<file path="src/rtl/morse_pkg.sv">
// Shared Morse definitions for the transmitter/receiver pair: letter indices,
// per-letter symbol patterns, receiver state encoding and default unit counts.
package morse_pkg;

    localparam logic [2:0] LETTER_A = 3'd0;
    localparam logic [2:0] LETTER_B = 3'd1;
    localparam logic [2:0] LETTER_C = 3'd2;
    localparam logic [2:0] LETTER_D = 3'd3;
    localparam logic [2:0] LETTER_E = 3'd4;
    localparam logic [2:0] LETTER_F = 3'd5;
    localparam logic [2:0] LETTER_G = 3'd6;
    localparam logic [2:0] LETTER_H = 3'd7;

    // Indexed by letter; first symbol in bit 0, 1 = dash, unused bits 0.
    localparam logic [7:0][3:0] LETTER_CODE = {
        4'b0000, 4'b0011, 4'b0100, 4'b0000,
        4'b0001, 4'b0101, 4'b0001, 4'b0010
    };
    localparam logic [7:0][2:0] LETTER_LEN = {
        3'd4, 3'd3, 3'd4, 3'd1,
        3'd3, 3'd4, 3'd4, 3'd2
    };

    localparam int DASH_MIN_DEF   = 2;
    localparam int LETTER_GAP_DEF = 5;

    typedef enum logic [1:0] {
        IDLE  = 2'd0,
        MARK  = 2'd1,
        SPACE = 2'd2
    } rx_state_t;

endpackage

</file>
<file path="src/rtl/morse_if.sv">
// Line-side inputs and decoded-letter outputs of the Morse receiver.
interface morse_if;
    logic       tick;
    logic       din;
    logic       letter_valid;
    logic [2:0] letter_idx;
    logic [3:0] letter_code;
    logic [2:0] letter_len;
    logic       letter_err;
    logic       busy;

    modport master (
        output tick, din,
        input  letter_valid, letter_idx, letter_code, letter_len, letter_err, busy
    );

    modport slave (
        input  tick, din,
        output letter_valid, letter_idx, letter_code, letter_len, letter_err, busy
    );
endinterface

</file>
<file path="src/rtl/morse_letter_lut.sv">
// Combinational (len, code) -> letter index lookup against the shared table.
module morse_letter_lut
    import morse_pkg::*;
(
    input  logic [2:0] len,
    input  logic [3:0] code,
    output logic [2:0] idx,
    output logic       hit
);

    always_comb begin
        idx = 3'd0;
        hit = 1'b0;
        for (int i = 0; i < 8; i++) begin
            if (len == LETTER_LEN[i] && code == LETTER_CODE[i]) begin
                idx = 3'(i);
                hit = 1'b1;
            end
        end
    end

endmodule

</file>
<file path="src/rtl/morse_receiver.sv">
// Morse receiver: measures mark/space runs in ticks, classifies dot/dash and
// reports each letter on a letter gap as a registered one-cycle pulse.
module morse_receiver
    import morse_pkg::*;
#(
    parameter int DASH_MIN   = DASH_MIN_DEF,
    parameter int LETTER_GAP = LETTER_GAP_DEF,
    parameter int CNT_W      = 4
) (
    input  logic   clk,
    input  logic   reset,
    morse_if.slave bus
);

    localparam logic [CNT_W-1:0] RUN_MAX  = '1;
    localparam logic [CNT_W-1:0] RUN_ONE  = CNT_W'(1);
    localparam logic [CNT_W-1:0] DASH_THR = CNT_W'(DASH_MIN);
    localparam logic [CNT_W-1:0] GAP_LAST = CNT_W'(LETTER_GAP - 1);

    rx_state_t        state, state_n;
    logic [CNT_W-1:0] run, run_n;
    logic [2:0]       sym_cnt, sym_n;
    logic [3:0]       code, code_n;
    logic             emit;

    logic       valid_q, err_q;
    logic [2:0] idx_q, len_q;
    logic [3:0] code_q;

    logic [2:0] lut_idx;
    logic       lut_hit;
    logic       err_n;

    // code/sym_cnt are stable in SPACE, so the lookup sees the finished letter.
    morse_letter_lut u_lut (
        .len  (sym_cnt),
        .code (code),
        .idx  (lut_idx),
        .hit  (lut_hit)
    );

    assign err_n = ~lut_hit | (sym_cnt > 3'd4);

    always_comb begin
        state_n = state;
        run_n   = run;
        sym_n   = sym_cnt;
        code_n  = code;
        emit    = 1'b0;
        if (bus.tick) begin
            unique case (state)
                IDLE: if (bus.din) begin
                    state_n = MARK;
                    run_n   = RUN_ONE;
                    sym_n   = 3'd0;
                    code_n  = 4'd0;
                end
                MARK: if (bus.din) begin
                    run_n = (run == RUN_MAX) ? run : run + RUN_ONE;
                end else begin
                    if (sym_cnt < 3'd4)
                        code_n[sym_cnt[1:0]] = (run >= DASH_THR);
                    sym_n   = (sym_cnt == 3'd7) ? sym_cnt : sym_cnt + 3'd1;
                    state_n = SPACE;
                    run_n   = RUN_ONE;
                end
                SPACE: if (bus.din) begin
                    state_n = MARK;
                    run_n   = RUN_ONE;
                end else if (run == GAP_LAST) begin
                    emit    = 1'b1;
                    state_n = IDLE;
                    run_n   = '0;
                end else begin
                    run_n = run + RUN_ONE;
                end
                default: state_n = IDLE;
            endcase
        end
    end

    always_ff @(posedge clk or posedge reset) begin
        if (reset) begin
            state   <= IDLE;
            run     <= '0;
            sym_cnt <= 3'd0;
            code    <= 4'd0;
            valid_q <= 1'b0;
            idx_q   <= 3'd0;
            code_q  <= 4'd0;
            len_q   <= 3'd0;
            err_q   <= 1'b0;
        end else begin
            state   <= state_n;
            run     <= run_n;
            sym_cnt <= sym_n;
            code    <= code_n;
            valid_q <= emit;
            if (emit) begin
                idx_q  <= err_n ? 3'd0 : lut_idx;
                code_q <= code;
                len_q  <= sym_cnt;
                err_q  <= err_n;
            end
        end
    end

    assign bus.letter_valid = valid_q;
    assign bus.letter_idx   = idx_q;
    assign bus.letter_code  = code_q;
    assign bus.letter_len   = len_q;
    assign bus.letter_err   = err_q;
    assign bus.busy         = (state != IDLE);

endmodule

</file>
<file path="src/flat_wrapper.sv">
// flat-port wrapper written by rule: the top's interface ports become plain ports
module morse_receiver_flat import morse_pkg::*;
#(
    parameter int DASH_MIN   = DASH_MIN_DEF,
    parameter int LETTER_GAP = LETTER_GAP_DEF,
    parameter int CNT_W      = 4
)
  (clk, reset, bus_tick, bus_din, bus_letter_valid, bus_letter_idx, bus_letter_code, bus_letter_len, bus_letter_err, bus_busy);
  morse_if bus_i ();
  input  logic clk;
  input  logic reset;
  input wire logic [$bits(bus_i.tick)-1:0] bus_tick;
  input wire logic [$bits(bus_i.din)-1:0] bus_din;
  output wire logic [$bits(bus_i.letter_valid)-1:0] bus_letter_valid;
  output wire logic [$bits(bus_i.letter_idx)-1:0] bus_letter_idx;
  output wire logic [$bits(bus_i.letter_code)-1:0] bus_letter_code;
  output wire logic [$bits(bus_i.letter_len)-1:0] bus_letter_len;
  output wire logic [$bits(bus_i.letter_err)-1:0] bus_letter_err;
  output wire logic [$bits(bus_i.busy)-1:0] bus_busy;
  assign bus_i.tick = bus_tick;
  assign bus_i.din = bus_din;
  assign bus_letter_valid = bus_i.letter_valid;
  assign bus_letter_idx = bus_i.letter_idx;
  assign bus_letter_code = bus_i.letter_code;
  assign bus_letter_len = bus_i.letter_len;
  assign bus_letter_err = bus_i.letter_err;
  assign bus_busy = bus_i.busy;
  morse_receiver #(.DASH_MIN(DASH_MIN), .LETTER_GAP(LETTER_GAP), .CNT_W(CNT_W)) u_core (.clk(clk), .reset(reset), .bus(bus_i));
endmodule
</file>
<file path="config.mk">
export PLATFORM = sky130hd
export DESIGN_NAME = morse_receiver_flat
export DESIGN_NICKNAME = d
export VERILOG_FILES = /design/src/rtl/morse_pkg.sv /design/src/rtl/morse_if.sv /design/src/rtl/morse_letter_lut.sv /design/src/rtl/morse_receiver.sv /design/src/flat_wrapper.sv
export SDC_FILE = /design/constraint.sdc
export NUM_CORES = 1
export LEC_CHECK = 0
export ABC_AREA = 1
export BUFFER_PORTS_ARGS = -buffer_cell sky130_fd_sc_hd__buf_4
export CAP_MARGIN = 25
export CORE_MARGIN = 2
export CORE_UTILIZATION = 52
export DETAILED_ROUTE_END_ITERATION = 12
export PLACE_DENSITY = 0.82
export SLEW_MARGIN = 5
export SYNTH_ARGS = -nofsm -noshare
export SYNTH_HDL_FRONTEND = slang
export SYNTH_SLANG_ARGS = --single-unit
</file>
<file path="constraint.sdc">
create_clock -name clk -period 1.7 [get_ports clk]
set_clock_uncertainty 0.2 [all_clocks]
set_input_delay 0.255 -clock clk [delete_from_list [all_inputs] [get_ports clk]]
set_output_delay 0.255 -clock clk [all_outputs]
set_load 0.02 [all_outputs]
</file>
## Yosys cells after proc, flatten, opt, wreduce, memory -nomap -nowiden

Cells that the tools add are included.

- Output and inout port bits: 13
- Register bits after elaboration: 25
- Logic and storage cells: 98
- Input port bits: 4

- Order comparisons: 5
- Muxes and demuxes: 42
- Reductions and logical operators: 18
- Bitwise operators: 2
- Equality and inequality tests: 20
- Add/sub/neg operators: 2

Operators by type and width:

| operator | number |
|---|---|
| $mux W4 | 8 |
| $mux W3 | 10 |
| $mux W1 | 14 |
| $eq A4 B3 Y1 const B | 3 |
| $pmux W4 S3 | 1 |
| $reduce_and A5 Y1 | 2 |
| $logic_and A1 B1 Y1 | 9 |
| $eq A4 B2 Y1 const B | 2 |
| $mux W2 | 4 |
| $pmux W4 S2 | 1 |
| $reduce_and A4 Y1 | 2 |
| $eq A3 B2 Y1 const B | 2 |
| $eq A3 B3 Y1 const B | 2 |
| $ne A2 B2 Y1 const B | 3 |
| $pmux W2 S3 | 1 |
| $pmux W3 S2 | 1 |
| $add A4 B1 Y4 const B | 1 |
| $bwmux W4 | 1 |
| $eq A4 B1 Y1 const B | 1 |
| $eq A4 B4 Y1 const B | 1 |
| $ge A4 B2 Y1 const B | 1 |
| $logic_not A4 Y1 | 1 |
| $reduce_bool A2 Y1 | 2 |
| $add A3 B1 Y3 const B | 1 |
| other kinds (15) | 15 |

## Logic depth before layout (Yosys ltp)

Gate-level depths: netlist of run 1.

- Depth after elaboration: 13
- Depth in mapped cells: 12
- Gate-level depth less buffers: 12

## Cells and area by module

From an unflattened synthesis of run 1, not the netlist that was laid out.

- Cells, all modules: 239
- Area total of the unflattened synthesis: 1,726.7 µm²

By module, submodules not included:

| module | instances | area an instance (µm²) | seq. area each (µm²) | cells an instance |
|---|---|---|---|---|
| morse_receiver | 1 | 1,515.2 | 625.6 | 193 |
| morse_letter_lut | 1 | 211.5 | 0.0 | 46 |

## Worst setup path after synthesis of run 1

OpenSTA, ideal clock, no wires.

- Path type: reg2reg
- From: reg u_core.sym_cnt[0]
- To: reg u_core.idx_q[1], in the netlist u_core.bus.letter_idx[1]
- Arrival: 1.372 ns
- Buffers on the path: 0
- Path slack: 0.011 ns
- Library setup time: 0.117 ns
- Stages on the path, launching flop included: 9
- Path through: dfrtp_1 -> ha_1 -> ha_1 -> nand4_1 -> nand2_1 -> nor2_1 -> nand2_1 -> nand3_1 -> nand2_1

- Word-level cells in the longest chain between the ends: 13
- Elaborated cells between the ends (all ways): 30
- Classes of those cells: order compare (1); eq/ne (4); mux (15); bitwise (2); reduce/logical (8)

RTL lines:

| what | line | source |
|---|---|---|
| start: declaration | morse_receiver.sv:22 | `logic [2:0] sym_cnt, sym_n;` |
| start signal: assignment | morse_receiver.sv:96 | `sym_cnt <= sym_n;` |
| $eq A3 B2 Y1 | morse_letter_lut.sv:15 | `if (len == LETTER_LEN[i] && code == LETTER_CODE[i]) begin` |
| $logic_and A1 B1 Y1 | morse_letter_lut.sv:15 |  |
| $mux W1 (8 in a row) | morse_letter_lut.sv:15 |  |
| $not A1 Y1 | morse_receiver.sv:42 | `assign err_n = ~lut_hit \| (sym_cnt > 3'd4);` |
| $or A1 B1 Y1 | morse_receiver.sv:42 |  |
| $mux W3 * | morse_receiver.sv:100 | `idx_q <= err_n ? 3'd0 : lut_idx;` |
| end signal: assignment | morse_receiver.sv:100 |  |
| end: declaration | morse_receiver.sv:27 | `logic [2:0] idx_q, len_q;` |

Every way passes the cells marked *; elsewhere a longest branch is shown, timed or not.
A chain may end at the register's enable or synchronous reset.

## Worst setup path in the final report of run 1

- From: reg u_core.state[1]
- To: out bus_busy

- Word-level cells in the longest chain between the ends: 1

RTL lines:

| what | line | source |
|---|---|---|
| start: declaration | morse_receiver.sv:20 | `rx_state_t state, state_n;` |
| start signal: assignment | morse_receiver.sv:94 | `state <= state_n;` |
| $reduce_bool A2 Y1 | morse_receiver.sv:113 | `assign bus.busy = (state != IDLE);` |
| end: declaration | flat_wrapper.sv:19 | `output wire logic [$bits(bus_i.busy)-1:0] bus_busy;` |

Every way passes these cells.

==> key figures, run 1 <==
Outcome
  – Outcome: complete, but fails checks
  – Failing checks: negative setup slack

Finish
  – Nets@finish: ~270
  – Final Util: 74.9%
  – Post-route cell area: between 2000 and 2500 um^2
  – Synth-to-Final Area Change: 34.5%
  – Diode count: 0
  – Share of cells above drive strength 1: between 30% and 40%

Clocking
  – Sink Count: 25
  – CTS tree: yes
  – CTS buffer count: 3
  – Worst-case clock buffer depth: 2
  – H-tree depth: 1
  – Worst skew pair latency: approximately 0.32 ns
  – Clock transition at the registers of the reported paths: 0.14 ns
  – CTS root buffer: clkbuf_4

Detailed routing
  – Via count: between 1,500 and 2,000
  – Drt via density: between 5 and 6
  – Detailed Route WL: 3790 um
  – Post-DRT Antenna Nets: 0
  – TritonRoute pass-1 iters: 5
  – Number of DRC markers in iteration 0: 82
  – WL/cell: ~13 um
  – Remaining DRCs: 0

GRT
  – Global-route wire length before repair: ~5300 um
  – Gr ovfl total: 0
  – Vias in the first global route: between 1,000 and 1,500
  – Initial antenna violation count: 0
  – Pin count of the biggest net entering global routing: 26
  – Total GRT Usage: between 10% and 20%

Logic synthesis
  – Post-synthesis instance area: between 1500 and 2000 um^2
  – Post-Synth Adder-Cell Area: between 10% and 20%
  – Mux share of post-synthesis cell area: 0%
  – Post-Synth Simple-Gate Area: between 20 and 30%
  – Synth Area in Compound Gates: about 11%
  – Gate Count Post-Synth: 207
  – Mapped Avg Cell Area: about 7.6 um^2
  – Register area share after synthesis: between 30% and 40%
  – Yosys warnings: 0
  – Synthesized Nets: roughly 220
  – Main combinational cell family by area after synthesis: simple AND/OR/NAND/NOR gates
  – Yosys cell types: 24
  – Xor/xnor cell area share of the yosys netlist: less than 1%
  – Number of synthesized register bits: 25

Timing
  – Total negative slack: -0.127 ns
  – Least-Margin Pin Slew: between 0.3 and 0.4 ns
  – Final Setup Violations: 8
  – Fin. Hold Viols: 0
  – Period utilization: 102%
  – Pins Over Slew Limit: 0
  – Fin crit period: ~1.7 ns
  – Fin worst setup slack: -0.0373 ns
  – RSZ-0062 raised after global routing: true
  – Slew headroom: 78.3%
  – Maximum achievable frequency: roughly 580 MHz

Setup path
  – Worst Reg-to-Reg Cells: 11
  – WP data required: between 1 and 1.5 ns
  – Worst r2r dst: u_core.run[2]
  – CP Max Fanout: 3
  – Worst setup path startpoint: u_core.state[1]
  – Crit end category: output pin
  – Slowest CP cell: dfrtp_1
  – CP Cell Sequence: inv_2, ha_4, inv_4, buf_6, buf_6
  – Setup crit end: bus_busy
  – CP arrival: ~1.3 ns
  – R2r setup slk: -0.04 ns
  – Startpoint class of the critical path: flop
  – CP max stage delay: 0.42 ns
  – Setup CP Type: flop to output pin
  – CP most frequent cell: buf_6
  – Reg-to-Reg Start: u_core.state[1]

Power and ir drop
  – Leak Pwr: between 0.001 and 0.0015 uW
  – Sw Share: between 40 and 50%
  – Internal power: roughly 1600 uW
  – Tot Pwr: slightly below 3000 uW
  – Psw: approximately 1300 uW
  – Combinational power share: 62.5%
  – Sequential share of power: around 28%
  – Worst vdd ir: roughly 1.4 mV
  – Clock power share: under 10%
  – Cell Pwr Density: 1380 nW/um^2

Place
  – Port bufs: 16
  – Post-detail-place hpwl: 2220 um
  – DP Area: roughly 1800 um^2
  – Placer Congestion: 0.923

Floorplan
  – Die Ht: around 59 um
  – I/O Pins: 17
  – Starting Density: 55.7%
  – Std-Cell Rows: 19
  – Die ar.: 3490 um^2
  – Core Area: ~2800 um^2
  – Die Wd: ~59 um

Hold path
  – WHS Path Cells: 4
  – Worst hold path class: input port to flop

Run
  – Max cap viols: 0
-- synthesized netlist by cell type (all sizes together) --
cell type | instances | area [um^2]
o21ai | 20 | 108
xor2 | 1 | 8.76
ha | 13 | 163
nand2 | 65 | 251
nand3b | 1 | 7.51
buf | 3 | 27.5
inv | 29 | 109
dfrtp | 25 | 626
o22ai | 1 | 6.26
nand4 | 4 | 25.0
nor3 | 5 | 25.0
a21oi | 7 | 57.6
nor2 | 19 | 81.3
nand3 | 14 | 80.1
-- cells in the final DEF, fill, tap and decap left out, drive strengths merged, types with 3 or more instances in the layout --
master / Yosys / layout
buf: 3 / 43
ha: 13 / 13
nor3: 5 / 5
nand4: 4 / 4
clkbuf: 0 / 3
dfrtp: 25 / 25
nand3: 14 / 14
inv: 29 / 29
o21ai: 20 / 20
nor2: 19 / 19
nand2: 65 / 66
a21oi: 7 / 7
-- routing by layer --
layer	up-vias	global-route usage [%]	wire length, um
li1	755	-	-
met4	0	7.47	41
met3	8	2.84	190
met2	64	32.7	1880
met5	-	0	0
met1	684	26.9	1670
-- repair_timing --
action	in CTS	in global routing
hold endpoints to repair	25	0
hold buffers	1	0
cloned	0	1
endpoints found under the setup margin	14	23
setup buffers	4	8
gates resized for setup	9	34
pin swaps	3	12
-- metrics by stage --
| step | worst slack (ns) | instances | hold WS [ns] |
|---|---|---|---|
| 6_report | -0.0373 | 284 | 0.118 |
| 5_1_grt | -0.109 | 284 | 0.108 |
| 4_1_cts | 0.00206 | 275 | 0.138 |
| 3_5_place_dp | -0.0121 | 266 | 0.131 |
| 3_3_place_gp | 0.00193 | 266 | 0.128 |
| 2_1_floorplan | 0.0108 | 207 | 0.0823 |
-- final cells by class --
| class | instances | area (um^2) |
|---|---|---|
| clock buffers | 3 | 22.5 |
| clock inverters | 1 | 5.00 |
| fillers | 208 | 711 |
| inverters | 29 | 114 |
| multi-input cells | 151 | 960 |
| flip-flops and latches | 25 | 627 |
| well taps | 31 | 38.8 |
| repair buffers | 44 | 352 |
-- how the worst min path moves through the flow --
stage	startpoint	endpoint	slack (ns)
after floorplan	reset	u_core.bus.letter_code[0]	0.08
after global placement	reset	u_core.run[1]	0.13
after detailed placement	reset	u_core.run[2]	0.13
after CTS	bus_din	u_core.run[0]	0.14
after global routing	bus_din	u_core.bus.letter_valid	0.11
final	bus_din	u_core.bus.letter_valid	0.12
-- worst max-delay path: cells and delay by family, from the launching register on --
kind / cells / cell delay (ns)
buf+inv: 4 / 0.38
flops: 1 / 0.42
fa+ha+maj: 1 / 0.16
-- power groups by stage --
stage / sequential, uW / combinational (uW) / clock (uW)
2_1_floorplan: 862 / 793 / 0
3_3_place_gp: 809 / 1270 / 0
3_5_place_dp: 815 / 1280 / 0
4_1_cts: 798 / 1460 / 280
5_1_grt: 831 / 2000 / 313
6_report: 821 / 1830 / 273
-- cell families (layout without fill, tap and decap cells) --
family                     count (synthesis)  in the layout
and+or+nand+nor                          108            109
xor gates and xnor gates                   1              1
DFF                                       25             25
buffers and inverters                     32             77
adders and majority gates                 13             13
AOI/OAI and AO/OA                         28             28
-- sequential cells by signal (all words and copies together), names as in the netlist --
name / flops
u_core.bus.letter_code: 4
u_core.bus.letter_err: 1
u_core.bus.letter_idx: 3
u_core.bus.letter_len: 3
u_core.bus.letter_valid: 1
u_core.code: 4
u_core.run: 4
u_core.state: 2
u_core.sym_cnt: 3
Power figures use the tool's default switching activity.
==> run 2, diff against run 1 <==
==> constraint.sdc (replaced) <==
create_clock -name clk -period 1.7 [get_ports clk]
set_clock_uncertainty 0.2 [all_clocks]
set_input_delay 0.255 -clock clk [delete_from_list [all_inputs] [get_ports clk]]
set_output_delay 0.255 -clock clk [all_outputs]
set_load 0.01 [all_outputs]
==> run 2 against run 1 <==
  * Sequential power decreased by 0.7%
  * Largest cell class unchanged
  * Maximum frequency is essentially flat
  * The run still ends with negative setup slack left
  * Count of clock-buffer cells in the layout did not move
  * Routed wire length down 11%
  * Via count is 4.3% lower
==> key figures, run 2 (synthesized netlist as in run 1, its figures left out) <==
Detailed routing
  – Via count: 1,446 (was 1,511)
  – Post-DRT Antenna Nets: 0 (unchanged)
  – TritonRoute pass-1 iters: 4 (was 5)
  – Drt via density: 5.15 (was 5.32)
  – Number of DRC markers in iteration 0: 66 (was 82)
  – Detailed Route WL: 3380 um (was 3790 um)
  – WL/cell: 12.0 um (was 13.3 um)
  – Remaining DRCs: 0 (unchanged)

Place
  – Port bufs: 16 (unchanged)
  – DP Area: 1820 um^2 (unchanged)
  – Placer Congestion: 0.923 (unchanged)
  – Post-detail-place hpwl: 2220 um (unchanged)
  – DP Worst Slack: -0.0121 ns (unchanged)

Finish
  – Most frequent cells in the layout: nand2_1, buf_4, dfrtp_1 (unchanged)
  – Layout fillers: 223 (was 208)
  – Share of cells above drive strength 1: 32.8% (was 34.4%)
  – Synth-to-Final Area Change: 31.2% (was 34.5%)
  – Post-route cell area: 2070 um^2 (was 2120 um^2)
  – Multi-input gate area: 923 um^2 (was 960 um^2)
  – Commonest non-fill, non-tap cell in the layout: nand2_1 (unchanged)
  – FF+latch area: 626 um^2 (was 627 um^2)
  – Diode count: 0 (unchanged)
  – Nets@finish: 268 (was 271)

Floorplan
  – Core Area: 2830 um^2 (unchanged)
  – Std-Cell Rows: 19 (unchanged)
  – Starting Density: 55.7% (unchanged)
  – Die Wd: 59.0 um (unchanged)
  – Die Ht: 59.0 um (unchanged)
  – Die ar.: 3490 um^2 (unchanged)
  – I/O Pins: 17 (unchanged)

Setup path
  – Worst setup path startpoint: u_core.state[1] (unchanged)
  – Worst Reg-to-Reg Cells: 9 (was 11)
  – Startpoint class of the critical path: flop (unchanged)
  – WP data required: 1.24 ns (about the same)
  – Crit end category: output pin (unchanged)
  – CP arrival: 1.28 ns (about the same)
  – R2r setup slk: -0.01 ns (was -0.04 ns)
  – Reg-to-Reg Start: u_core.state[1] (unchanged)
  – Worst r2r dst: u_core.state[1] (was u_core.run[2])
  – CP Max Fanout: 3 (unchanged)
  – Setup CP Type: flop to output pin (unchanged)

Clocking
  – CTS buffer count: 3 (unchanged)
  – Sink Count: 25 (unchanged)
  – CTS root buffer: clkbuf_4 (unchanged)
  – Worst-case clock buffer depth: 2 (unchanged)
  – H-tree depth: 1 (unchanged)
  – Worst skew pair latency: 0.33 ns (was 0.32 ns)
  – Clock transition at the registers of the reported paths: 0.15 ns (was 0.14 ns)
  – CTS tree: yes (unchanged)

Hold path
  – Hold path endpoint: u_core.bus.letter_valid (unchanged)
  – Worst hold path class: input port to flop (unchanged)
  – WHS Path Cells: 4 (unchanged)
  – Hold_sp: bus_din (unchanged)

Timing
  – Total negative slack: -0.0541 ns (was -0.127 ns)
  – RSZ-0062 raised after global routing: true (unchanged)
  – Period utilization: 102% (about the same)
  – Maximum achievable frequency: 576 MHz (about the same)
  – Fin worst setup slack: -0.0356 ns (was -0.0373 ns)
  – Fin crit period: 1.74 ns (about the same)
  – Fin. Hold Viols: 0 (unchanged)
  – Pins Over Slew Limit: 0 (unchanged)
  – Least-Margin Pin Slew: 0.320 ns (was 0.326 ns)
  – Slew headroom: 78.6% (was 78.3%)
  – Final Setup Violations: 4 (was 8)

GRT
  – Vias in the first global route: 1,286 (unchanged)
  – Pin count of the biggest net entering global routing: 26 (unchanged)
  – Global-route wire length before repair: 5330 um (unchanged)
  – Initial antenna violation count: 0 (unchanged)
  – Gr ovfl total: 0 (unchanged)
  – Total GRT Usage: 20.0% (unchanged)

Outcome
  – Failing checks: negative setup slack (unchanged)
  – Outcome: complete, but fails checks (unchanged)

Power and ir drop
  – Worst vdd ir: 1.23 mV (was 1.36 mV)
  – Leak Pwr: 0.00104 uW (was 0.00106 uW)
  – Cell Pwr Density: 1330 nW/um^2 (was 1380 nW/um^2)

Run
  – Max cap viols: 0 (unchanged)
run 2: power by group:
part,switching [uW],leakage [uW],internal (uW)
Clock,189,0.0000177,88.3
Combinational,891,0.000692,768
Sequential,104,0.000335,711
Total,1180,0.00104,1570
run 2: layer usage:
metal | part of all wire (%) | global-route usage (%)
met4 | 1.2 | 7.47
met1 | 45 | 26.9
met5 | 0 | 0
met2 | 48 | 32.7
met3 | 5.4 | 2.84
run 2: metrics by stage:
stage	hold WS (ns)	std cells	utilization (%)	total power, uW
6_report	0.155	281	73.1	2750
5_1_grt	0.139	281	73.1	2990
4_1_cts	0.138	275	67.6	2480
3_5_place_dp	0.131	266	64.3	2050
3_3_place_gp	0.128	266	64.3	2030
2_1_floorplan	0.0823	207	-	1610
run 2: layout make-up:
| type | instances | area share [%] |
|---|---|---|
| clock buffers | 3 | 1.09 |
| flip-flops and latches | 25 | 30.3 |
| multi-input cells | 150 | 44.7 |
| inverters | 29 | 5.39 |
| well taps | 31 | 1.88 |
| clock inverters | 1 | 0.242 |
| repair buffers | 42 | 16.5 |
run 2: repair_timing:
action | CTS | global route
hold buffers | 1 | 0
pin swaps | 3 | 14
endpoints found under the hold margin | 25 | 0
endpoints found under the setup margin | 14 | 23
buffers inserted | 4 | 6
resized for setup | 8 | 30
run 2: how the worst max path moves through the flow:
stage / slack (ns) / endpoint
floorplan: 0.01 / u_core.bus.letter_idx[1]
global placement: 0.002 / u_core.run[2]
detailed placement: -0.01 / u_core.run[2]
CTS: 0.002 / bus_busy
global route: -0.11 / u_core.state[1]
finish: -0.04 / bus_busy
run 2: critical path, stage by stage, from the launching register on:
cell     delay (ns)
dfrtp_1        0.42
inv_2          0.11
ha_4           0.16
inv_4          0.05
buf_6          0.11
buf_6          0.11
